## config.mk

```make
export PLATFORM = sky130hd
export DESIGN_NAME = uart_cpld_responder
export DESIGN_NICKNAME = d
export VERILOG_FILES = /design/src/rtl/uart_cpld_responder.sv
export SDC_FILE = /design/constraint.sdc
export NUM_CORES = 1
export LEC_CHECK = 0
export ABC_AREA = 1
export CAP_MARGIN = 20
export CORE_MARGIN = 2
export CORE_UTILIZATION = 31
export CTS_BUF_LIST = sky130_fd_sc_hd__clkbuf_8
export CTS_CLUSTER_SIZE = 40
export DETAILED_ROUTE_END_ITERATION = 6
export PLACE_DENSITY = 0.57
export SLEW_MARGIN = 10
export SYNTH_ARGS = -nofsm -noshare
export SYNTH_HDL_FRONTEND = slang
export SYNTH_SLANG_ARGS = --single-unit
```

## constraint.sdc

```tcl
create_clock -name clk -period 4.2 [get_ports clk]
set_input_delay 0.84 -clock clk [delete_from_list [all_inputs] [get_ports clk]]
set_output_delay 0.84 -clock clk [all_outputs]
set_load 0.03 [all_outputs]
```

## src/rtl/uart_cpld_responder.sv

```systemverilog
// Byte-wide host-bus UART with a single transmit holding register and a single receive holding register.
// Define PARITY_EN to add an even-parity bit (8E1 framing); the default build uses 8N1 framing.
module uart_cpld_responder #(
    parameter int CLKS_PER_BIT = 16
) (
    input  logic       clk,
    input  logic       rst,
    input  logic       wrn,
    input  logic       rdn,
    input  logic [7:0] wdata,
    output logic [7:0] rdata,
    output logic       tbre,
    output logic       tsre,
    output logic       data_ready,
    output logic       txd,
    input  logic       rxd,
    output logic       overrun,
    output logic       frame_err,
    output logic       parity_err
);

    localparam int CW = $clog2(CLKS_PER_BIT);
    localparam logic [CW-1:0] BIT_LAST  = CW'(CLKS_PER_BIT - 1);
    localparam logic [CW-1:0] HALF_LAST = CW'(CLKS_PER_BIT / 2 - 1);

    typedef enum logic [2:0] {
        S_IDLE,
        S_START,
        S_DATA,
`ifdef PARITY_EN
        S_PARITY,
`endif
        S_STOP
    } state_t;

    logic wr_q, rd_q, wr_edge, rd_edge;
    assign wr_edge = wr_q & ~wrn;
    assign rd_edge = rd_q & ~rdn;

    // ---------------- transmitter ----------------
    state_t          tx_state, tx_state_n;
    logic [CW-1:0]   tx_cnt, tx_cnt_n;
    logic [2:0]      tx_idx, tx_idx_n;
    logic [7:0]      thr, tx_byte;
    logic            txd_n, tsre_n, tx_load;

    // NOTE: every next-state signal gets its default first so no latch is inferred.
    always_comb begin
        tx_state_n = tx_state;
        tx_cnt_n   = (tx_cnt == BIT_LAST) ? '0 : tx_cnt + CW'(1);
        tx_idx_n   = tx_idx;
        txd_n      = txd;
        tsre_n     = tsre;
        tx_load    = 1'b0;
        case (tx_state)
            S_IDLE: begin
                tx_cnt_n = '0;
                if (!tbre) begin
                    tx_load    = 1'b1;
                    tx_state_n = S_START;
                    txd_n      = 1'b0;
                    tsre_n     = 1'b0;
                end
            end
            S_START: if (tx_cnt == BIT_LAST) begin
                tx_state_n = S_DATA;
                tx_idx_n   = '0;
                txd_n      = tx_byte[0];
            end
            S_DATA: if (tx_cnt == BIT_LAST) begin
                if (tx_idx != 3'd7) begin
                    tx_idx_n = tx_idx + 3'd1;
                    txd_n    = tx_byte[tx_idx + 3'd1];
                end else begin
`ifdef PARITY_EN
                    tx_state_n = S_PARITY;
                    txd_n      = ^tx_byte;
`else
                    tx_state_n = S_STOP;
                    txd_n      = 1'b1;
`endif
                end
            end
`ifdef PARITY_EN
            S_PARITY: if (tx_cnt == BIT_LAST) begin
                tx_state_n = S_STOP;
                txd_n      = 1'b1;
            end
`endif
            S_STOP: if (tx_cnt == BIT_LAST) begin
                // A full THR chains straight into the next start bit with no idle gap.
                if (!tbre) begin
                    tx_load    = 1'b1;
                    tx_state_n = S_START;
                    txd_n      = 1'b0;
                end else begin
                    tx_state_n = S_IDLE;
                    tsre_n     = 1'b1;
                end
            end
            default: tx_state_n = S_IDLE;
        endcase
    end

    // NOTE: sequential state uses non-blocking assignments only.
    always_ff @(posedge clk) begin
        if (!rst) begin
            wr_q     <= 1'b1;
            rd_q     <= 1'b1;
            tx_state <= S_IDLE;
            tx_cnt   <= '0;
            tx_idx   <= '0;
            tx_byte  <= '0;
            thr      <= '0;
            tbre     <= 1'b1;
            tsre     <= 1'b1;
            txd      <= 1'b1;
        end else begin
            wr_q     <= wrn;
            rd_q     <= rdn;
            tx_state <= tx_state_n;
            tx_cnt   <= tx_cnt_n;
            tx_idx   <= tx_idx_n;
            tsre     <= tsre_n;
            txd      <= txd_n;
            if (tx_load) tx_byte <= thr;
            // The THR counts as empty in the same cycle it is drained to the shifter.
            if (wr_edge && (tbre || tx_load)) begin
                thr  <= wdata;
                tbre <= 1'b0;
            end else if (tx_load) begin
                tbre <= 1'b1;
            end
        end
    end

    // ---------------- receiver ----------------
    state_t          rx_state, rx_state_n;
    logic [CW-1:0]   rx_cnt, rx_cnt_n;
    logic [2:0]      rx_idx, rx_idx_n;
    logic [7:0]      rx_shift, rx_shift_n;
    logic            rx_s1, rx_s2, rx_prev;
    logic            rx_done, frame_err_n;
`ifdef PARITY_EN
    logic            rx_pbit, rx_pbit_n, parity_err_n;
`endif

    always_comb begin
        rx_state_n  = rx_state;
        rx_cnt_n    = (rx_cnt == BIT_LAST) ? '0 : rx_cnt + CW'(1);
        rx_idx_n    = rx_idx;
        rx_shift_n  = rx_shift;
        rx_done     = 1'b0;
        frame_err_n = 1'b0;
`ifdef PARITY_EN
        rx_pbit_n    = rx_pbit;
        parity_err_n = 1'b0;
`endif
        case (rx_state)
            S_IDLE: begin
                rx_cnt_n = '0;
                if (rx_prev && !rx_s2) rx_state_n = S_START;
            end
            S_START: if (rx_cnt == HALF_LAST) begin
                rx_cnt_n   = '0;
                rx_idx_n   = '0;
                rx_state_n = rx_s2 ? S_IDLE : S_DATA;
            end
            S_DATA: if (rx_cnt == BIT_LAST) begin
                rx_shift_n = {rx_s2, rx_shift[7:1]};
                rx_idx_n   = rx_idx + 3'd1;
`ifdef PARITY_EN
                if (rx_idx == 3'd7) rx_state_n = S_PARITY;
`else
                if (rx_idx == 3'd7) rx_state_n = S_STOP;
`endif
            end
`ifdef PARITY_EN
            S_PARITY: if (rx_cnt == BIT_LAST) begin
                rx_pbit_n  = rx_s2;
                rx_state_n = S_STOP;
            end
`endif
            S_STOP: if (rx_cnt == BIT_LAST) begin
                rx_state_n = S_IDLE;
                if (rx_s2) begin
                    rx_done = 1'b1;
`ifdef PARITY_EN
                    parity_err_n = rx_pbit ^ (^rx_shift);
`endif
                end else begin
                    frame_err_n = 1'b1;
                end
            end
            default: rx_state_n = S_IDLE;
        endcase
    end

    always_ff @(posedge clk) begin
        if (!rst) begin
            rx_s1      <= 1'b1;
            rx_s2      <= 1'b1;
            rx_prev    <= 1'b1;
            rx_state   <= S_IDLE;
            rx_cnt     <= '0;
            rx_idx     <= '0;
            rx_shift   <= '0;
            rdata      <= '0;
            data_ready <= 1'b0;
            overrun    <= 1'b0;
            frame_err  <= 1'b0;
        end else begin
            rx_s1      <= rxd;
            rx_s2      <= rx_s1;
            rx_prev    <= rx_s2;
            rx_state   <= rx_state_n;
            rx_cnt     <= rx_cnt_n;
            rx_idx     <= rx_idx_n;
            rx_shift   <= rx_shift_n;
            frame_err  <= frame_err_n;
            // A completing byte beats a simultaneous read; overrun is then left as is.
            if (rx_done) begin
                rdata      <= rx_shift;
                data_ready <= 1'b1;
                if (data_ready && !rd_edge) overrun <= 1'b1;
            end else if (rd_edge) begin
                data_ready <= 1'b0;
                overrun    <= 1'b0;
            end
        end
    end

`ifdef PARITY_EN
    always_ff @(posedge clk) begin
        if (!rst) begin
            rx_pbit    <= 1'b0;
            parity_err <= 1'b0;
        end else begin
            rx_pbit    <= rx_pbit_n;
            parity_err <= parity_err_n;
        end
    end
`else
    assign parity_err = 1'b0;
`endif

endmodule
```

==> run summary, run 1 <==
die area -> 0.008895 mm²
critical path launch point type -> flip-flop
DRC violations left -> 0
delay-heaviest family, CP -> buffers and inverters
Avg Inst Size Synth -> 7.757 µm²
Final Max Tran Viols -> 0
clock share of power -> 34.7%
sw frac -> 28.70%
Post-Syn Area -> 0.002529 mm²
status -> finished clean
hold path cells -> 1
critical path depth in cells -> 1
n_diodes -> 0
Slowest-stage cell, CP -> clkdlybuf4s50_1
DR pass1 iterations -> 4
initial drt markers -> 83
ANT nets after route -> 0
Port Buf Inserts -> 26
post-synthesis sequential element count -> 61
CTS Buffer Depth -> 2
vias in the first global route -> 2003
LEAKAGE -> 1.332 nW
global-route wire length before repair -> 8.514 mm
placed insts -> 447
worst path cell trace -> clkdlybuf4s50_1
final cell count without fillers -> 460
Yosys Warn Count -> 0
Sw Pwr -> 0.0004199 W
CP arrival -> 1500 ps
final hold vios -> 0
synth-to-layout area growth -> 21.52%
Die X-Extent -> 94.32 µm
Final Cell Area -> 0.003073 mm²
total gr overflow -> 0
Reg2Reg Depth -> 8
Logic pwr share -> 19.5%
vias -> 2077
Worst Path Buf+Inv -> 1
Max-Cap Viols -> 0
Worst-Skew Late Latency -> 330 ps
Mapped Cells -> 326
fraction of layout cells with a size suffix above 1 -> 8.380%
post-CTS setup buffers -> 0
pwr dens -> 476.0 mW/mm²
routability cong. -> 0.8034
CP required -> 3360 ps
FP Rows -> 32
Core ar. -> 0.007807 mm²
RSZ-0062 raised after global routing -> false
gr usage total -> 12.20%
TritonCTS sink count -> 61
total placed instance area -> 0.002887 mm²
total negative slack -> 0 ps
Cell variety after synth -> 31
H-tree depth -> 3
final setup vio count -> 0
crit path time final -> 2345 ps
clock tree root buffer cell -> clkbuf_8
Worst Hold Class -> reg2reg
Clock Skew -> 5.442 ps
kind of critical path -> reg2out
crit share post-route -> 55.82%
hold_buf cts -> 0
FMAX -> 426.5 MHz
WL per Instance -> 10.58 µm
Worst VDD drop -> 0.0001728 V
post-DP HPWL -> 3.344 mm
initial antenna violation count -> 0
vias per cell -> 4.515
CP max stage delay -> 720 ps
CTS clk-pin slew, worst paths -> 70 ps
Seq pwr share -> 45.7%
internal power -> 0.001043 W
# fillers -> 822
# IOs -> 28
TritonCTS Buffers -> 9
WL final -> 4.866 mm
CP endpoint kind -> output pin
post_cts resized -> 0
die span in y -> 94.32 µm
largest net degree at the start of global routing -> 46
initial core utilization -> 32.39%
CTS tree -> done
syn nets -> 349
crit-path max FO -> 6
sequential fraction of the synthesis area -> 48.29%
Final #Nets -> 379
==> power groups by stage <==
stage | registers [W] | clock network (W) | logic, W
6_report | 0.000669 | 0.000508 | 0.000286
5_1_grt | 0.000677 | 0.000547 | 0.000331
4_1_cts | 0.000670 | 0.000526 | 0.000290
3_5_place_dp | 0.000683 | 0 | 0.000289
3_3_place_gp | 0.000682 | 0 | 0.000285
2_1_floorplan | 0.000692 | 0 | 0.000201
==> registers in the layout, indices dropped and copies added (netlist names), 2 cells and up <==
signal / count
tx_idx: 3
rx_cnt: 4
tx_state: 2
tx_cnt: 4
thr: 8
rx_idx: 3
tx_byte: 8
rx_state: 2
rx_shift: 8
rdata: 8
==> per-layer routing <==
metal | wire (µm) | GRT usage (%)
met3 | 175 | 3.612
met1 | 2598 | 15.80
met4 | 77 | 6.159
met5 | 0 | 0
met2 | 2014 | 18.45
==> path summary, 6_finish.rpt <==
path,startpoint,to,slack (ps)
worst max-delay path,tbre,tbre,1860
worst min-delay path,rx_s1,rx_s2,430
worst max register to register,rx_cnt[0],rdata[4],2570
worst min register to register,rx_s1,rx_s2,430
==> through the flow <==
step                      total power [W]  utilization [%]  worst slack (ps)  hold slack, ps
after global placement          0.0009668            36.97              1793           403.8
after CTS                        0.001486            39.36              1842           428.2
after detailed placement        0.0009719            36.97              1777           402.8
final                            0.001463            39.36              1855           430.6
after global routing             0.001555            39.36              1811           445.9
after floorplan                 0.0008925                -              2563           392.5
==> cell usage after synthesis <==
| cell | n | share of area [%] |
|---|---|---|
| a211oi_1 | 1 | 0.30 |
| a21boi_0 | 1 | 0.30 |
| a21oi_1 | 14 | 2.8 |
| a21oi_2 | 1 | 0.35 |
| buf_4 | 2 | 0.59 |
| clkbuf_1 | 6 | 0.89 |
| clkinv_4 | 1 | 0.35 |
| conb_1 | 1 | 0.15 |
| dfxtp_1 | 61 | 48 |
| ha_1 | 10 | 4.9 |
| inv_1 | 27 | 4.0 |
| inv_2 | 1 | 0.15 |
| inv_4 | 1 | 0.25 |
| nand2_1 | 41 | 6.1 |
| nand2_2 | 1 | 0.25 |
| nand2_4 | 3 | 1.3 |
| nand3_1 | 16 | 3.2 |
| nand3_2 | 1 | 0.40 |
| nand3b_1 | 1 | 0.30 |
| nand4_1 | 1 | 0.25 |
| nor2_1 | 77 | 11 |
| nor2_4 | 2 | 0.89 |
| nor3_1 | 6 | 1.2 |
| nor3_4 | 1 | 0.64 |
| nor3b_1 | 1 | 0.30 |
| o211a_1 | 1 | 0.40 |
| o21a_1 | 1 | 0.30 |
| o21ai_0 | 41 | 8.1 |
| o21ai_4 | 1 | 0.64 |
| o22ai_1 | 1 | 0.25 |
| or2_2 | 3 | 0.74 |
==> cell families (layout without fill, tap and decap cells) <==
| logic type | after synthesis | in the layout | synth area share [%] |
|---|---|---|---|
| compound gates | 62 | 62 | 13.41 |
| buf+inv | 38 | 70 | 6.234 |
| fa+ha+maj | 10 | 10 | 4.948 |
| simple gates | 154 | 154 | 26.97 |
| flops | 61 | 61 | 48.29 |
| other cells | 1 | 1 | 0.1483 |
==> final cells by class <==
class | count | area [µm²] | area share (%)
Tap cell | 102 | 127.6 | 4.153
Timing Repair Buffer | 27 | 267.8 | 8.713
Multi-Input combinational cell | 227 | 1150 | 37.42
Clock buffer | 11 | 151.4 | 4.927
Sequential cell | 61 | 1221 | 39.74
Clock inverter | 2 | 35.03 | 1.140
Inverter | 30 | 120.1 | 3.909
==> cells in the final DEF (no fill, tap or decap) <==
| master | instances |
|---|---|
| nor2_1 | 77 |
| dfxtp_1 | 61 |
| nand2_1 | 41 |
| o21ai_0 | 41 |
| inv_1 | 27 |
| clkdlybuf4s50_1 | 26 |
| nand3_1 | 16 |
| a21oi_1 | 14 |
| clkbuf_8 | 11 |
| ha_1 | 10 |
| nor3_1 | 6 |
| nand2_4 | 3 |
| or2_2 | 3 |
| nor2_4 | 2 |
| nand2_2 | 1 |
| inv_2 | 1 |
| nor3_4 | 1 |
| inv_4 | 1 |
| nand3_2 | 1 |
| a211oi_1 | 1 |
| nor3b_1 | 1 |
| o21ai_4 | 1 |
| clkinv_4 | 1 |
| o22ai_1 | 1 |
| a21oi_2 | 1 |
| nand3b_1 | 1 |
| a21boi_0 | 1 |
| nand4_1 | 1 |
| o211a_1 | 1 |
| o21a_1 | 1 |
| conb_1 | 1 |
| bufinv_16 | 1 |
| clkinv_2 | 1 |
| buf_4 | 1 |
Note: power is estimated with default switching activity, not from simulation.
==> inputs of run 2 (changes only) <==
==> constraint.sdc (replaced) <==
create_clock -name clk -period 2.3 [get_ports clk]
set_input_delay 0.46 -clock clk [delete_from_list [all_inputs] [get_ports clk]]
set_output_delay 0.46 -clock clk [all_outputs]
set_load 0.03 [all_outputs]
==> run 2 against run 1 <==
Compared with the run above:
- clock-buffer cell count is 2 lower
- largest cell class unchanged
- sequential power grew 82%
- die area is the same
- register-to-register slack worse by 1900 ps
- critical path type unchanged
- critical path depth stayed put
- wire length grew 0.45%
- final cell count is 1.1% higher
- via count decreased by 0.48%
- sequential share of layout area is 0.64 points lower
==> run summary, run 2 (same netlist as run 1, synthesis figures left out) <==
status -> finished clean (unchanged)
final cell count without fillers -> 465 (was 460)
# fillers -> 817 (was 822)
CP max stage delay -> 680 ps (was 720 ps)
highest-count cells in the layout ignoring fill and taps -> nor2_1, dfxtp_1, nand2_1, o21ai_0, inv_1 (unchanged)
crit-path max FO -> 3 (was 6)
total negative slack -> 0 ps (unchanged)
Worst Path Buf+Inv -> 1 (unchanged)
post_cts resized -> 0 (unchanged)
hold path cells -> 1 (unchanged)
GRT busiest layer -> met1 (was met2)
n_diodes -> 0 (unchanged)
Die X-Extent -> 94.32 µm (unchanged)
gr usage total -> 12.46% (was 12.20%)
met2 usage -> 17.26% (was 18.45%)
FP Rows -> 32 (unchanged)
Seq pwr share -> 43.5% (was 45.7%)
post-CTS setup buffers -> 0 (unchanged)
clock share of power -> 37.5% (was 34.7%)
critical path launch point type -> flip-flop (unchanged)
DRC violations left -> 0 (unchanged)
die area -> 0.008895 mm² (unchanged)
ANT nets after route -> 0 (unchanged)
TritonCTS sink count -> 61 (unchanged)
kind of critical path -> reg2out (unchanged)
crit share post-route -> 80.37%
final hold vios -> 0 (unchanged)
Global Route met1 Usage -> 17.55% (was 15.80%)
initial drt markers -> 90 (was 83)
synth-to-layout area growth -> 23.50% (was 21.52%)
Reg2Reg Depth -> 8 (unchanged)
CP required -> 1840 ps (was 3360 ps)
sw frac -> 29.37% (was 28.70%)
FMAX -> 541.0 MHz
routability cong. -> 0.8275 (was 0.8034)
CP arrival -> 1390 ps (was 1500 ps)
largest net degree at the start of global routing -> 23 (was 46)
initial core utilization -> 32.39% (unchanged)
Port Buf Inserts -> 26 (unchanged)
RSZ-0062 raised after global routing -> false (unchanged)
placed insts -> 449 (was 447)
Logic pwr share -> 19.0% (was 19.5%)
vias per cell -> 4.445 (was 4.515)
die span in y -> 94.32 µm (unchanged)
Max-Cap Viols -> 0 (unchanged)
Worst VDD drop -> 0.0002685 V (was 0.0001728 V)
delay-heaviest family, CP -> buffers and inverters (unchanged)
Sw Pwr -> 0.0008234 W (was 0.0004199 W)
Slowest-stage cell, CP -> clkdlybuf4s50_1 (unchanged)
Core ar. -> 0.007807 mm² (unchanged)
Final Power -> 0.002804 W (was 0.001463 W)
worst path cell trace -> clkdlybuf4s50_1 (unchanged)
total gr overflow -> 0 (unchanged)
vias in the first global route -> 1925 (was 2003)
CTS Buffer Depth -> 2 (unchanged)
Worst Hold Class -> reg2reg (unchanged)
internal power -> 0.001980 W (was 0.001043 W)
vias -> 2067 (was 2077)
fraction of layout cells with a size suffix above 1 -> 9.642% (was 8.380%)
hold_buf cts -> 0 (unchanged)
WL per Instance -> 10.51 µm (was 10.58 µm)
Worst-Skew Late Latency -> 340 ps (was 330 ps)
Final Max Tran Viols -> 0 (unchanged)
clock tree root buffer cell -> clkbuf_8 (unchanged)
H-tree depth -> 3 (unchanged)
post-DP HPWL -> 3.470 mm (was 3.344 mm)
LEAKAGE -> 1.350 nW (was 1.332 nW)
Clock Skew -> 5.295 ps (was 5.442 ps)
CTS clk-pin slew, worst paths -> 70 ps (about the same)
met3 global-route usage -> 4.093% (was 3.612%)
TritonCTS Buffers -> 9 (unchanged)
CP endpoint kind -> output pin (unchanged)
Final Hold Slack -> 424.0 ps (was 430.6 ps)
CTS tree -> done (unchanged)
most common cell after layout, fill and taps aside -> nor2_1 (unchanged)
Final #Nets -> 381 (was 379)
initial antenna violation count -> 0 (unchanged)
pwr dens -> 897.8 mW/mm² (was 476.0 mW/mm²)
# IOs -> 28 (unchanged)
crit path time final -> 1848 ps
WL final -> 4.888 mm (was 4.866 mm)
global-route wire length before repair -> 8.673 mm (was 8.514 mm)
DR pass1 iterations -> 4 (unchanged)
final setup vio count -> 0 (unchanged)
critical path depth in cells -> 1 (unchanged)
## run 2: per-stage QoR
stage / setup slack (ps) / instance area, µm² / util [%]
after detailed placement: 452.9 / 2902 / 37.16
after global routing: 399.8 / 3123 / 40.00
after global placement: 488.0 / 2902 / 37.16
final: 451.5 / 3123 / 40.00
after CTS: 422.2 / 3123 / 40.00
after floorplan: 856.6 / 2529 / -
## run 2: layout make-up
type | count | area, µm² | share of cell area, %
sequential | 61 | 1221 | 39.10
multi-input combinational | 227 | 1150 | 36.82
timing repair buffer | 29 | 282.8 | 9.054
tap | 102 | 127.6 | 4.087
clock buffer | 9 | 123.9 | 3.966
inverter | 30 | 120.1 | 3.846
clock inverter | 7 | 97.59 | 3.125
## run 2: metal layers
| layer | up-vias | wire [µm] |
|---|---|---|
| met1 | 908 | 2560 |
| met4 | 0 | 83 |
| met2 | 40 | 1972 |
| met5 | - | 0 |
| met3 | 9 | 271 |
| li1 | 1110 | - |
## run 2: power groups by stage
stage	combinational (W)	clock (W)	sequential [W]
2_1_floorplan	0.000367	0	0.00126
3_3_place_gp	0.000530	0	0.00124
3_5_place_dp	0.000533	0	0.00125
4_1_cts	0.000539	0.00108	0.00122
5_1_grt	0.000627	0.00113	0.00123
6_report	0.000533	0.00105	0.00122
## run 2: final timing paths
path	start	to	slack [ps]
min	rx_s1	rx_s2	420
max	txd	txd	450
max reg2reg	rx_cnt[0]	rdata[3]	660
min reg2reg	rx_s1	rx_s2	420
==> inputs of run 3 (changes only) <==
--- a/config.mk
+++ b/config.mk
@@ -12,7 +12,7 @@
 export CTS_BUF_LIST = sky130_fd_sc_hd__clkbuf_8
 export CTS_CLUSTER_SIZE = 40
 export DETAILED_ROUTE_END_ITERATION = 6
-export PLACE_DENSITY = 0.57
+export PLACE_DENSITY = 0.59
 export SLEW_MARGIN = 10
 export SYNTH_ARGS = -nofsm -noshare
 export SYNTH_HDL_FRONTEND = slang
==> constraint.sdc (replaced) <==
create_clock -name clk -period 1.7 [get_ports clk]
set_input_delay 0.34 -clock clk [delete_from_list [all_inputs] [get_ports clk]]
set_output_delay 0.34 -clock clk [all_outputs]
set_load 0.03 [all_outputs]
==> run 3 against run 2 <==
Compared with the run above:
- combinational power is 34% higher
- largest cell class unchanged
- final cell count grew 0.22%
- core utilization about the same
==> run summary, run 3 (same netlist as run 1, synthesis figures left out) <==
clock share of power -> 35.1% (was 37.5%)
delay-heaviest family, CP -> buffers and inverters (unchanged)
LEAKAGE -> 1.465 nW (was 1.350 nW)
sw frac -> 29.89% (was 29.37%)
crit-path max FO -> 1 (was 3)
Worst Path Buf+Inv -> 1 (unchanged)
post-CTS setup buffers -> 0 (unchanged)
internal power -> 0.002550 W (was 0.001980 W)
final hold vios -> 0 (unchanged)
# fillers -> 830 (was 817)
CTS tree -> done (unchanged)
Core ar. -> 0.007807 mm² (unchanged)
highest-count cells in the layout ignoring fill and taps -> nor2_1, dfxtp_1, nand2_1 (was nor2_1, dfxtp_1, nand2_1, o21ai_0, inv_1)
Worst Hold End -> rx_s2 (unchanged)
synth-to-layout area growth -> 23.65% (was 23.50%)
Final Max Tran Viols -> 0 (unchanged)
Sw Pwr -> 0.001087 W (was 0.0008234 W)
initial drt markers -> 66 (was 90)
CP max stage delay -> 660 ps (was 680 ps)
H-tree depth -> 3 (unchanged)
worst r2r src -> tx_state[0] (was rx_cnt[0])
CP arrival -> 1290 ps (was 1390 ps)
die area -> 0.008895 mm² (unchanged)
pwr dens -> 1163 mW/mm² (was 897.8 mW/mm²)
total gr overflow -> 0 (unchanged)
critical path launch point type -> flip-flop (unchanged)
WL final -> 4.863 mm (was 4.888 mm)
crit path time final -> 1635 ps
initial antenna violation count -> 0 (unchanged)
total negative slack -> 0 ps (unchanged)
n_diodes -> 0 (unchanged)
Seq pwr share -> 45.3% (was 43.5%)
WL per Instance -> 10.44 µm (was 10.51 µm)
vias in the first global route -> 1927 (was 1925)
gr usage total -> 12.16% (was 12.46%)
R2R Setup Slk -> 140 ps (was 660 ps)
status -> finished clean (unchanged)
pre-CTS setup slack -> 111.7 ps (was 452.9 ps)
Die X-Extent -> 94.32 µm (unchanged)
CP endpoint kind -> output pin (unchanged)
Max-Cap Viols -> 0 (unchanged)
TritonCTS sink count -> 61 (unchanged)
vias per cell -> 4.496 (was 4.445)
kind of critical path -> reg2out (unchanged)
fraction of layout cells with a size suffix above 1 -> 10.44% (was 9.642%)
CTS clk-pin slew, worst paths -> 70 ps (about the same)
routability cong. -> 0.7944 (was 0.8275)
Worst Hold Class -> reg2reg (unchanged)
die span in y -> 94.32 µm (unchanged)
clock tree root buffer cell -> clkbuf_8 (unchanged)
hold path cells -> 1 (unchanged)
initial core utilization -> 32.39% (unchanged)
Worst-Skew Late Latency -> 330 ps (was 340 ps)
DR pass1 iterations -> 4 (unchanged)
crit share post-route -> 96.16%
TritonCTS Buffers -> 9 (unchanged)
CTS Buffer Depth -> 2 (unchanged)
# IOs -> 28 (unchanged)
Reg2Reg Depth -> 8 (unchanged)
capturing point of the worst reg2reg path -> thr[3] (was rdata[3])
DRC violations left -> 0 (unchanged)
Final #Nets -> 382 (was 381)
ANT nets after route -> 0 (unchanged)
Slowest-stage cell, CP -> clkdlybuf4s50_1 (unchanged)
FP Rows -> 32 (unchanged)
post-DP HPWL -> 3.360 mm (was 3.470 mm)
worst path cell trace -> clkdlybuf4s50_1 (unchanged)
hold_sp -> rx_s1 (unchanged)
Port Buf Inserts -> 26 (unchanged)
RSZ-0062 raised after global routing -> false (unchanged)
most common cell after layout, fill and taps aside -> nor2_1 (unchanged)
final setup vio count -> 0 (unchanged)
global-route wire length before repair -> 8.376 mm (was 8.673 mm)
vias -> 2095 (was 2067)
FMAX -> 611.7 MHz
Clock Skew -> 5.533 ps (was 5.295 ps)
setup slack after layout -> 65.32 ps (was 451.5 ps)
CP required -> 1360 ps (was 1840 ps)
Worst VDD drop -> 0.0005532 V (was 0.0002685 V)
Logic pwr share -> 19.6% (was 19.0%)
largest net degree at the start of global routing -> 45 (was 23)
## run 3: cell types whose count changed in the layout (fill, tap and decap cells not counted), sizes merged
cell and change:
dlymetal6s2s +5, bufinv -1, inv -1, clkbuf +1, clkinvlp +1, clkdlybuf4s50 -13, dlygate4sd2 +8, buf +1
## run 3: repair_timing
action / CTS / global route
hold buffers: 0 / 0
setup endpoints to repair: 8 / 9
gates resized for setup: 8 / 8
## run 3: worst max-delay path by stage
stage,from,to,slack (ps),cells after the start
2_1_floorplan,tx_state[0],thr[0],260,8
3_3_place_gp,rst,rx_s2,160,3
3_5_place_dp,tx_state[0],thr[4],110,8
4_1_cts,rdata[3],rdata[3],0.06,1
5_1_grt,tx_state[1],thr[6],8,9
6_report,frame_err,frame_err,70,1
## run 3: per-stage QoR
stage / cell area, µm² / util [%] / hold slack, ps / power (W) / instances
floorplan: 2529 / - / 392.5 / 0.002205 / 326
global placement: 2922 / 37.42 / 405.7 / 0.002390 / 450
CTS: 3112 / 39.86 / 425.7 / 0.003693 / 466
global route: 3127 / 40.05 / 432.9 / 0.003881 / 466
detailed placement: 2922 / 37.42 / 408.4 / 0.002406 / 450
finish: 3127 / 40.05 / 420.0 / 0.003637 / 466
## run 3: layer usage
layer	vias up	global-route usage (%)	part of all wire, %
met5	-	0	0
met4	0	6.159	2.2
li1	1118	-	-
met2	34	18.45	42
met1	935	15.42	52
met3	8	4.013	4.3
## run 3: cell type report
type | count | area, µm² | area share [%]
clock buffers | 10 | 137.6 | 4.402
clock inverters | 6 | 62.56 | 2.001
well taps | 102 | 127.6 | 4.082
flip-flops and latches | 61 | 1221 | 39.06
repair buffers | 30 | 305.3 | 9.764
multi-input cells | 227 | 1152 | 36.85
inverters | 30 | 120.1 | 3.842
## run 3: power by group through the flow
stage,combinational [W],sequential [W],clock [W]
after global placement,0.000708,0.00168,0
after CTS,0.000708,0.00165,0.00133
final,0.000713,0.00165,0.00128
after detailed placement,0.000721,0.00168,0
after floorplan,0.000496,0.00171,0
after global routing,0.000821,0.00167,0.00139
==> RTL edit, RTL diff (flow settings as in run 3) <==
Remove the register `frame_err`: a continuous assignment takes its place, so the output `frame_err` follows one clock earlier.
--- a/src/rtl/uart_cpld_responder.sv
+++ b/src/rtl/uart_cpld_responder.sv
@@ -209,5 +209,4 @@
             data_ready <= 1'b0;
             overrun    <= 1'b0;
-            frame_err  <= 1'b0;
         end else begin
             rx_s1      <= rxd;
@@ -218,5 +217,4 @@
             rx_idx     <= rx_idx_n;
             rx_shift   <= rx_shift_n;
-            frame_err  <= frame_err_n;
             // A completing byte beats a simultaneous read; overrun is then left as is.
             if (rx_done) begin
@@ -231,4 +229,6 @@
     end
 
+    assign frame_err = frame_err_n;
+
 `ifdef PARITY_EN
     always_ff @(posedge clk) begin
Check against the original RTL: same outputs for any inputs over 10 cycles, from zero or initial values and one cycle with rst low; that may be too few to reach the edited logic, so the function may still have changed.
==> RTL edit against run 3 <==
  * Utilization up 1.8 points
  * Total power is 13% higher
  * Cell area rose by 4.0%
  * Worst hold slack worse by 6.8 ps
  * Clock skew rose by 5.8 ps
  * Wire length is 3.2% higher
  * Worst setup slack got worse by 64 ps
  * Sequential cell count fell by 1
  * Area after synthesis is 0.99% lower
  * Largest cell class unchanged
  * Global-route usage up 0.46 points
==> RTL edit: results (changes against run 3) <==
| Metric | Value |
|---|---|
| Most used flip-flop cell after synthesis | dfxtp_1 (unchanged) |
| Leakage power total | 1.484 nW (was 1.465 nW) |
| Post-place setup slack | 79.89 ps (was 111.7 ps) |
| Post-synthesis xor/xnor area fraction | 0.3498% (was 0%) |
| VDD IR max | 0.4164 mV (was 0.5532 mV) |
| Worst min-delay path class | flop to flop (unchanged) |
| First-pass GRT wire length | 8.721 mm (was 8.376 mm) |
| Top cells by area, synth | dfxtp_1 48%, nor2_1 11%, o21ai_0 8.2%, nand2_1 5.7%, ha_1 5.0% (was dfxtp_1 48%, nor2_1 11%, o21ai_0 8.1%, nand2_1 6.1%, ha_1 4.9%) |
| Pin count of the biggest net entering global routing | 44 (was 45) |
| Clk slew on worst S/H paths | 70 ps (about the same) |
| Drt wl/cell | 10.72 um (was 10.44 um) |
| Yosys warning total | 0 (unchanged) |
| Crit path DAT | 1360 ps (was 1290 ps) |
| Adder-Cell Fraction of Synth Area | 4.998% (was 4.948%) |
| Clk_skew | 11.34 ps (was 5.533 ps) |
| Vias in the first global route | 2051 (was 1927) |
| Average size of a mapped cell | 7.775 um^2 (was 7.757 um^2) |
| Pre-antenna DRT Iters | 5 (was 4) |
| Setup violations, final | 0 (unchanged) |
| Logic pwr share | 21.6% (was 19.6%) |
| Dpl cells | 446 (was 450) |
| Worst-path maximum fanout | 2 (was 1) |
| Final net count | 384 (was 382) |
| Post-synth top cells | 73 x nor2_1, 60 x dfxtp_1, 41 x o21ai_0 (was 77 x nor2_1, 61 x dfxtp_1, 41 x nand2_1, 41 x o21ai_0, 27 x inv_1) |
| Compound-cell area share of the yosys netlist | 14.74% (was 13.41%) |
| Total track usage | 12.62% (was 12.16%) |
| Dpl hpwl | 3.528 mm (was 3.360 mm) |
| Post-synthesis cell type count | 33 (was 31) |
| Non-filler cells, final | 468 (was 466) |
| Ratio of cells with drive above 1 in the final layout | 14.75% (was 10.44%) |
| Final GP Congestion | 0.8593 (was 0.7944) |
| CP max stage cell | dfxtp_4 (was clkdlybuf4s50_1) |
| Syn_nets | 345 (was 349) |
| Avg Vias per Cell | 4.541 (was 4.496) |
| Status | completed (unchanged) |
| Crit path largest cell delay | 360 ps (was 660 ps) |
| Sequential area share after synthesis | 47.98% (was 48.29%) |
| Switching Share | 29.41% (was 29.89%) |
| Ys async rst share | 0% (unchanged) |
| Placed inst area | 2900 um^2 (was 2922 um^2) |
| 1st-iter DRT viols | 60 (was 66) |
| Port buffer count | 26 (unchanged) |
| Later-pin clock latency in the skew report | 330 ps (about the same) |
RTL edit: cell count changes after synthesis, sizes merged, moves of 2 or more:
| cell | change |
|---|---|
| a21oi | +5 |
| o211ai | +2 |
| buf | +2 |
| nand2 | -3 |
| nand3 | -2 |
| nor2 | -5 |
| inv | -2 |
| nor4 | +2 |
RTL edit: area by class of cell:
type / count / area [um^2]
inverters: 28 / 115.1
fillers: 827 / 4514
multi-input cells: 225 / 1201
repair buffers: 37 / 362.8
well taps: 102 / 127.6
clock inverters: 7 / 116.4
clock buffers: 9 / 123.9
flip-flops and latches: 60 / 1206
RTL edit: final timing paths:
check	start	endpoint	slack (ps)
max	rx_cnt[0]	frame_err	1
min	rx_s1	rx_s2	410
max reg2reg	rx_cnt[0]	rx_shift[1]	150
min reg2reg	rx_s1	rx_s2	410
RTL edit: cells by family (layout without fill, tap and decap cells):
group / count (synthesis) / in the layout
flip-flops: 60 / 60
AO/OA/AOI/OAI: 68 / 68
AND/OR/NAND/NOR: 145 / 145
other: 1 / 1
XOR/XNOR: 1 / 1
adder cells (fa/ha/maj): 10 / 10
buffers and inverters: 37 / 81
RTL edit: what timing repair did:
action,in CTS,in global routing
setup endpoints to repair,8,35
hold buffers,0,0
buffers inserted,5,3
pin swaps,3,12
gates resized for setup,13,24
RTL edit: per-layer routing:
layer | track usage, % | part of all wire (%)
met1 | 14.93 | 46
met2 | 21.07 | 48
met3 | 4.334 | 4.5
met4 | 4.710 | 1.4
met5 | 0 | 0
RTL edit: power by group through the flow:
stage / sequential, mW / combinational (mW) / clock [mW]
after floorplan: 1.73 / 0.620 / 0
after global placement: 1.70 / 0.853 / 0
after detailed placement: 1.70 / 0.859 / 0
after CTS: 1.68 / 0.856 / 1.58
after global routing: 1.71 / 1.03 / 1.64
final: 1.68 / 0.886 / 1.53
RTL edit: worst max-delay path, delay by kind of cell, from the launching register on:
kind                     cells  cell delay, ps
buffers and inverters        2             240
adder cells (fa/ha/maj)      1             150
AND/OR/NAND/NOR              3             300
flip-flops                   1             360
RTL edit: per-stage QoR:
| step | utilization (%) | total power, mW |
|---|---|---|
| floorplan | - | 2.348 |
| global placement | 37.34 | 2.556 |
| detailed placement | 37.34 | 2.563 |
| CTS | 41.11 | 4.117 |
| global route | 41.88 | 4.378 |
| finish | 41.88 | 4.096 |
